`src/rtl/fifo_write_arbiter_pkg.sv`:
```
// Shared definitions for the fifo write arbiter and future fifo controllers.
//  state_e : two-state controller encoding (StIdle = 0, StOwn = 1).
//  clog2   : ceiling log2, usable in constant (parameter) context.
package fifo_write_arbiter_pkg;

  typedef enum logic {
    StIdle = 1'b0,
    StOwn  = 1'b1
  } state_e;

  // Smallest r with 2**r >= value; returns 0 for value <= 1.
  function automatic int unsigned clog2(input int unsigned value);
    int unsigned r;
    r = 0;
    for (int i = 0; i < 32; i++) begin
      if ((64'(1) << i) < 64'(value)) begin
        r = i + 1;
      end
    end
    return r;
  endfunction

endpackage

```
`src/rtl/fifo_write_arbiter_rr_picker.sv`:
```
// Combinational round-robin picker.
//  req   : request vector, one bit per producer.
//  start : index where the scan begins (wraps modulo NUM_REQ).
//  any   : at least one request is set.
//  idx   : first set request at or after start, modulo NUM_REQ.
module fifo_write_arbiter_rr_picker #(
  parameter int unsigned NUM_REQ = 4,
  parameter int unsigned IDX_W   = 2
) (
  input  logic [NUM_REQ-1:0] req,
  input  logic [IDX_W-1:0]   start,
  output logic               any,
  output logic [IDX_W-1:0]   idx
);

  int unsigned pos;

  // Scan from the far end back towards start so the closest hit is written last.
  always_comb begin
    any = 1'b0;
    idx = '0;
    pos = 0;
    for (int i = NUM_REQ - 1; i >= 0; i--) begin
      pos = int'(start) + i;
      if (pos >= NUM_REQ) begin
        pos = pos - NUM_REQ;
      end
      if (req[pos]) begin
        any = 1'b1;
        idx = IDX_W'(pos);
      end
    end
  end

endmodule

```
`src/rtl/fifo_write_arbiter.sv`:
```
// Round-robin arbiter sharing one fifo write port among NUM_REQ producers,
// with bursts of at most BURST beats per grant and back-pressure from in_full.
//  in_clock  : clock, rising edge.
//  in_reset  : asynchronous reset, active low.
//  in_req    : per-producer request, held while a beat is offered.
//  in_data   : producer k's beat in [k*DATA_WIDTH +: DATA_WIDTH].
//  in_full   : fifo full flag.
//  out_put   : fifo write strobe.
//  out_data  : beat written to the fifo (0 when idle).
//  out_ack   : one-hot, producer's beat consumed at this edge.
//  out_grant : one-hot registered owner, zero when idle.
//  out_busy  : an owner holds the port.
module fifo_write_arbiter
  import fifo_write_arbiter_pkg::*;
#(
  parameter int unsigned DATA_WIDTH = 8,
  parameter int unsigned NUM_REQ    = 4,
  parameter int unsigned BURST      = 4
) (
  input  logic                          in_clock,
  input  logic                          in_reset,
  input  logic [NUM_REQ-1:0]            in_req,
  input  logic [NUM_REQ*DATA_WIDTH-1:0] in_data,
  input  logic                          in_full,
  output logic                          out_put,
  output logic [DATA_WIDTH-1:0]         out_data,
  output logic [NUM_REQ-1:0]            out_ack,
  output logic [NUM_REQ-1:0]            out_grant,
  output logic                          out_busy
);

  localparam int unsigned IdxW = clog2(NUM_REQ);
  localparam int unsigned CntW = clog2(BURST + 1);
  localparam logic [IdxW-1:0] LastIdx  = IdxW'(NUM_REQ - 1);
  localparam logic [CntW-1:0] BurstCnt = CntW'(BURST);

  state_e          state_q, state_d;
  logic [IdxW-1:0] owner_q, owner_d;
  logic [IdxW-1:0] last_q, last_d;
  logic [CntW-1:0] cnt_q, cnt_d;

  logic [IdxW-1:0] scan_base;
  logic [IdxW-1:0] scan_start;
  logic [IdxW-1:0] pick_idx;
  logic            pick_any;
  logic            owner_req;
  logic            put;
  logic [CntW-1:0] cnt_inc;
  logic            release_own;

  // In IDLE the scan follows the last owner; in OWN it follows the current
  // owner, which equals last once release happens, so one picker serves both.
  always_comb begin
    scan_base  = (state_q == StOwn) ? owner_q : last_q;
    scan_start = (scan_base == LastIdx) ? '0 : scan_base + 1'b1;
  end

  fifo_write_arbiter_rr_picker #(
    .NUM_REQ (NUM_REQ),
    .IDX_W   (IdxW)
  ) u_picker (
    .req   (in_req),
    .start (scan_start),
    .any   (pick_any),
    .idx   (pick_idx)
  );

  always_comb begin
    owner_req   = in_req[owner_q];
    put         = (state_q == StOwn) && owner_req && !in_full;
    cnt_inc     = cnt_q + 1'b1;
    release_own = !owner_req || (put && (cnt_inc == BurstCnt));
  end

  always_comb begin
    out_put   = put;
    out_busy  = (state_q == StOwn);
    out_ack   = '0;
    out_grant = '0;
    out_data  = '0;
    if (state_q == StOwn) begin
      out_grant[owner_q] = 1'b1;
      out_data           = in_data[int'(owner_q) * DATA_WIDTH +: DATA_WIDTH];
    end
    if (put) begin
      out_ack[owner_q] = 1'b1;
    end
  end

  always_comb begin
    state_d = state_q;
    owner_d = owner_q;
    last_d  = last_q;
    cnt_d   = cnt_q;
    unique case (state_q)
      StIdle: begin
        if (pick_any) begin
          state_d = StOwn;
          owner_d = pick_idx;
          cnt_d   = '0;
        end
      end
      StOwn: begin
        if (put) begin
          cnt_d = cnt_inc;
        end
        if (release_own) begin
          last_d = owner_q;
          cnt_d  = '0;
          if (pick_any) begin
            owner_d = pick_idx;
          end else begin
            state_d = StIdle;
          end
        end
      end
      default: state_d = StIdle;
    endcase
  end

  always_ff @(posedge in_clock or negedge in_reset) begin
    if (!in_reset) begin
      state_q <= StIdle;
      owner_q <= '0;
      last_q  <= LastIdx;
      cnt_q   <= '0;
    end else begin
      state_q <= state_d;
      owner_q <= owner_d;
      last_q  <= last_d;
      cnt_q   <= cnt_d;
    end
  end

endmodule
```
`config.mk`:
```
export PLATFORM = sky130hd
export DESIGN_NAME = fifo_write_arbiter
export DESIGN_NICKNAME = d
export VERILOG_FILES = /design/src/rtl/fifo_write_arbiter_pkg.sv /design/src/rtl/fifo_write_arbiter_rr_picker.sv /design/src/rtl/fifo_write_arbiter.sv
export SDC_FILE = /design/constraint.sdc
export NUM_CORES = 1
export LEC_CHECK = 0
export CORE_UTILIZATION = 38
export CTS_CLUSTER_DIAMETER = 150
export DETAILED_ROUTE_END_ITERATION = 8
export GPL_ROUTABILITY_DRIVEN = 0
export PLACE_DENSITY = 0.84
export SYNTH_ARGS = -nofsm -noshare
export SYNTH_HDL_FRONTEND = slang
export SYNTH_HIERARCHICAL = 1
export SYNTH_SLANG_ARGS = --single-unit
```
`constraint.sdc`:
```
create_clock -name in_clock -period 6.39 [get_ports in_clock]
set_input_delay 1.278 -clock in_clock [delete_from_list [all_inputs] [get_ports in_clock]]
set_output_delay 1.278 -clock in_clock [all_outputs]
set_load 0.005 [all_outputs]
```
Yosys cells after proc, flatten, opt, wreduce, memory -nomap -nowiden
Cells that the tools add are included.

storage, ports and cells
  bits of input ports = 39
  register bits after elaboration = 8
  memory bits (writable) = 0
  output and inout bits = 18
  word-level logic and storage cells = 78
  bits in read-only memories = 0
  memories = 0
  latch bits = 0

cells by class
  equality and inequality tests = 5
  shift operators = 1
  multiply operators = 0
  add/sub/neg operators = 9
  reductions and logical operators = 9
  mux-type cells = 39
  order comparisons = 10
  bitwise logic cells = 1
  div/mod/pow operators = 0

operators with widths
  kind                     number
  $lt A32 B3 Y1 const B    4
  $mux W32                 4
  $ge A32 B3 Y1 const B    3
  $sub A32 B3 Y32 const B  3
  $shiftx A32 B6 Y8        1
  $mux W2                  8
  $mux W1                  12
  $bmux W1 S2              5
  $mux W3                  3
  $mux W4                  2
  $mux W8                  1
  $add A2 B2 Y3 const B    2
  $pmux W3 S2              1
  $logic_and A1 B1 Y1      4
  $pmux W2 S2              1
  $reduce_and A2 Y1        2
  $sub A2 B3 Y4 const B    1
  $add A2 B1 Y3 const B    1
  $add A3 B1 Y3 const B    1
  $eq A3 B3 Y1 const B     1
  $ge A2 B3 Y1 const B     1
  $lt A2 B3 Y1 const B     1
  $ne A3 B2 Y1 const B     1
  $add A2 B1 Y2 const B    1
  9 further kinds          10

Logic depth before layout (Yosys ltp)
  word-level depth = 15
  gate-level depth with buffers = 9
  gate-level depth less buffers = 7

Hierarchy
The synthesis kept the hierarchy.

modules (own cells, without submodules)
  module                        cells an instance  seq. area each (µm²)  times used  area each (µm²)
  fifo_write_arbiter            67                 202.7                 1           787.0
  fifo_write_arbiter_rr_picker  13                 0.0                   1           77.6

Worst setup path before layout
No wires, ideal clock.

  path type = input-to-output
  from = in in_req[3]
  to = out out_ack[2]
  data required time = 5112 ps
  cell stages on the path = 3
  data arrival time = 2135 ps
  slack = 2977 ps
  buffers on the path = 0
  path through = mux4_2 -> nand3b_1 -> nor3b_1

between the ends
  cells in the longest elaborated chain, start to end = 5

ends and longest elaborated chain
  what                               RTL line                  RTL
  start, declared                    fifo_write_arbiter.sv:22  input logic [NUM_REQ-1:0] in_req,
  $bmux W1 S2                        fifo_write_arbiter.sv:69  owner_req = in_req[owner_q];
  $mux W1 (not written as such)      fifo_write_arbiter.sv:69
  $logic_and A1 B1 Y1 (2 in series)  fifo_write_arbiter.sv:70  put = (state_q == StOwn) && owner_req && !in_full;
  $mux W4                            fifo_write_arbiter.sv:85  if (put) begin
  end, declared                      fifo_write_arbiter.sv:27  output logic [NUM_REQ-1:0] out_ack,

No other way between the ends. The select of a mux whose other input is x is not followed.

Worst setup path in the final report
  from = in in_req[3]
  to = out out_ack[1]

The elaborated chain is that of the path after synthesis.

==> impl_metrics.json <==
{
  "min_to": "cnt_q[0]",
  "num_vias": 836,
  "holdWs_ns": 0.4884,
  "drc_errors": 0,
  "nets": 177,
  "fmax_ghz": 0.2183,
  "gr-total-overflow": 0,
  "clock_power_share_pct": 7.3,
  "dr.pass1.iters": 4,
  "worstRegToRegCells": 6,
  "cts_setup_buffers": 0,
  "crit_top_cell": "clkdlybuf4s50_1",
  "die_w_um": 49.70,
  "yosysUniqueCellTypes": 27,
  "fin_crit_sh_pct": 71.68,
  "synth_warnings": 6,
  "yosys.area.top_type": "mux4_2",
  "synthSimpleGateAreaFrac_pct": 22.72,
  "worst_pin_slew_ns": 0.8271,
  "synth-async-reset-ratio_pct": 100.0,
  "r2r_start": "out_busy",
  "rrSetupSlack_ns": 3.91,
  "syn_area_um2": 864.6,
  "finalPower_w": 0.0005189,
  "ys.flop_type": "dfrtp_1",
  "grt_pass1_vias": 840,
  "rsz0062_at_grt": "no",
  "ir_drop_v": 0.0003124,
  "seq_power_share_pct": 24.3,
  "dieArea_um2": 2470,
  "dieHeight_um": 49.70,
  "ys_seq_elements": 8,
  "mostFrequentLayoutCell": "clkdlybuf4s50_1",
  "synth_fa_ha_area_share_pct": 4.342,
  "synth_mux_area_share_pct": 35.89,
  "grt_pass1_wl_mm": 4.091,
  "synth_xor_area_share_pct": 0,
  "synth.area.top_cells": "mux4_2, dfrtp_1, dfstp_2, and2_1, mux2_2",
  "switching_power_w": 0.0001815,
  "rows": 16,
  "cts_root_buf": "clkbuf_4",
  "yosys.area.top_type_share_pct": 23.44,
  "crit_slowest_cell": "clkdlybuf4s50_1",
  "syn_to_final_growth_pct": 68.60,
  "h-tree-depth": 1,
  "cts.repair.resized": 0,
  "portBuffers": 56,
  "min_from": "cnt_q[0]",
  "worstPathArrival_ns": 3.30,
  "seq_area_frac_synth_pct": 23.44,
  "postRouteAntennaNets": 0,
  "critPathKind": "in2out",
  "synth-compound-area-share_pct": 9.117,
  "syn_nets": 122,
  "wirelength_mm": 2.413,
  "cellLeakagePower_nw": 0.5676,
  "postSynthAreaPerCell_um2": 10.81,
  "end_kind": "primary output",
  "start_util_pct": 42.34,
  "cpPeakStageDelay_ns": 0.54,
  "most-common-layout-cells": "clkdlybuf4s50_1, mux4_2, and2_1",
  "drt-initial-drc-count": 17,
  "drive_gt1_share_pct": 16.54,
  "core_area_um2": 2042,
  "boundaryPins": 57,
  "clkSinkCount": 8,
  "final.min_clock_period_ns": 4.581,
  "setup-tns-final_ns": 0,
  "insertedDiodeCount": 0,
  "hold_class": "reg2reg",
  "swShare_pct": 34.97,
  "maxCapViolCount": 0,
  "gr-usage-all-layers_pct": 21.98,
  "viasPerCell": 5.225,
  "clkLatencyLatePin_ns": 0.25,
  "n_fill_cell": 170,
  "crit_fanout": 7,
  "clock-skew-final_ns": 0.003488,
  "clk_pin_slew_ns": 0.05,
  "worst_setup_path_start_kind": "primary input",
  "outcome": "completed",
  "cts_hold_buf": 0,
  "cts_tree": "done",
  "hpwl_mm": 1.932,
  "crit_chain": "clkdlybuf4s50_1 > mux4_2 > nand3b_1 > nor3b_1 > clkdlybuf4s50_1",
  "antenna_found_initial": 0,
  "comb_power_share_pct": 68.4,
  "setup_viol": 0,
  "worst_ep_required_time_ns": 5.11,
  "grt_start_max_net_pins": 24,
  "slew_headroom_pct": 44.86,
  "synth_edf_count": 0,
  "clock_path_buffers": 2,
  "p_per_area_nw_per_um2": 356.0,
  "cts_made_buffers": 3,
  "hold_viol": 0,
  "slew_violations": 0,
  "min_path_cells": 1,
  "routedWlPerCell_um": 15.08,
  "syn_inst": 80,
  "p_int_w": 0.0003375,
  "synth_top_family_by_area": "multiplexers",
  "r2r-end": "owner_q[0]"
}
[kinds of logic after synthesis]
family / Yosys count
adder cells (fa/ha/maj): 3
AND/OR/NAND/NOR: 34
flip-flops: 8
buffers and inverters: 10
AO/OA/AOI/OAI: 6
multiplexers: 19
[stage by stage]
stage	instances	cell area (um^2)	utilization, %	setup slack, ns
after floorplan	80	864.6	-	2.977
after global placement	157	1435	70.28	1.900
after detailed placement	157	1435	70.28	1.833
after CTS	160	1458	71.38	1.822
after global routing	160	1458	71.38	1.637
final	160	1458	71.38	1.809
[flip-flops by register name (all words and copies together) (netlist names)]
signal and count:
last_q 2, owner_q 2, out_busy 1, cnt_q 3
[Yosys cell counts, types with 3 or more instances]
master	count
nand2b_1	3
and2_1	8
dfrtp_1	6
nor3b_1	4
clkbuf_1	5
nor2_1	7
ha_1	3
mux2_2	4
nand2_1	4
inv_1	4
mux2i_1	4
mux4_2	9
[how the worst max path moves through the flow]
stage	cells after the start	startpoint	end
floorplan	3	in_req[3]	out_ack[2]
global placement	5	in_req[3]	out_ack[2]
detailed placement	5	in_req[3]	out_ack[1]
CTS	5	in_req[3]	out_ack[1]
global route	5	in_req[3]	out_ack[1]
finish	5	in_req[3]	out_ack[1]
[per-layer routing]
layer  track usage [%]  part of all wire [%]  up-vias  wire (um)
met5                 0                     0        -          0
met4             7.143                   1.3        0         31
met3             6.173                   8.3        4        201
met2             37.39                    45       41       1097
met1             26.45                    45      389       1082
li1                  -                     -      402          -
[power groups by stage]
stage | Clock [W] | Combinational, W | Sequential (W)
floorplan | 0 | 0.000249 | 0.0000850
global placement | 0 | 0.000349 | 0.000127
detailed placement | 0 | 0.000357 | 0.000129
CTS | 0.0000397 | 0.000358 | 0.000127
global route | 0.0000415 | 0.000388 | 0.000134
finish | 0.0000377 | 0.000355 | 0.000126
[layout make-up]
type | instances | area (um^2) | share of cell area [%]
inverters | 4 | 15.01 | 1.030
well taps | 27 | 33.78 | 2.318
multi-input cells | 62 | 623.1 | 42.75
clock buffers | 3 | 22.52 | 1.545
flip-flops and latches | 8 | 202.7 | 13.91
repair buffers | 56 | 560.5 | 38.45
[worst max-delay path: cells and delay by family]
family	cells	cell delay (ns)
and+or+nand+nor	2	0.54
buffers and inverters	2	1.08
muxes	1	0.40
Note: power is estimated with default switching activity, not from simulation.
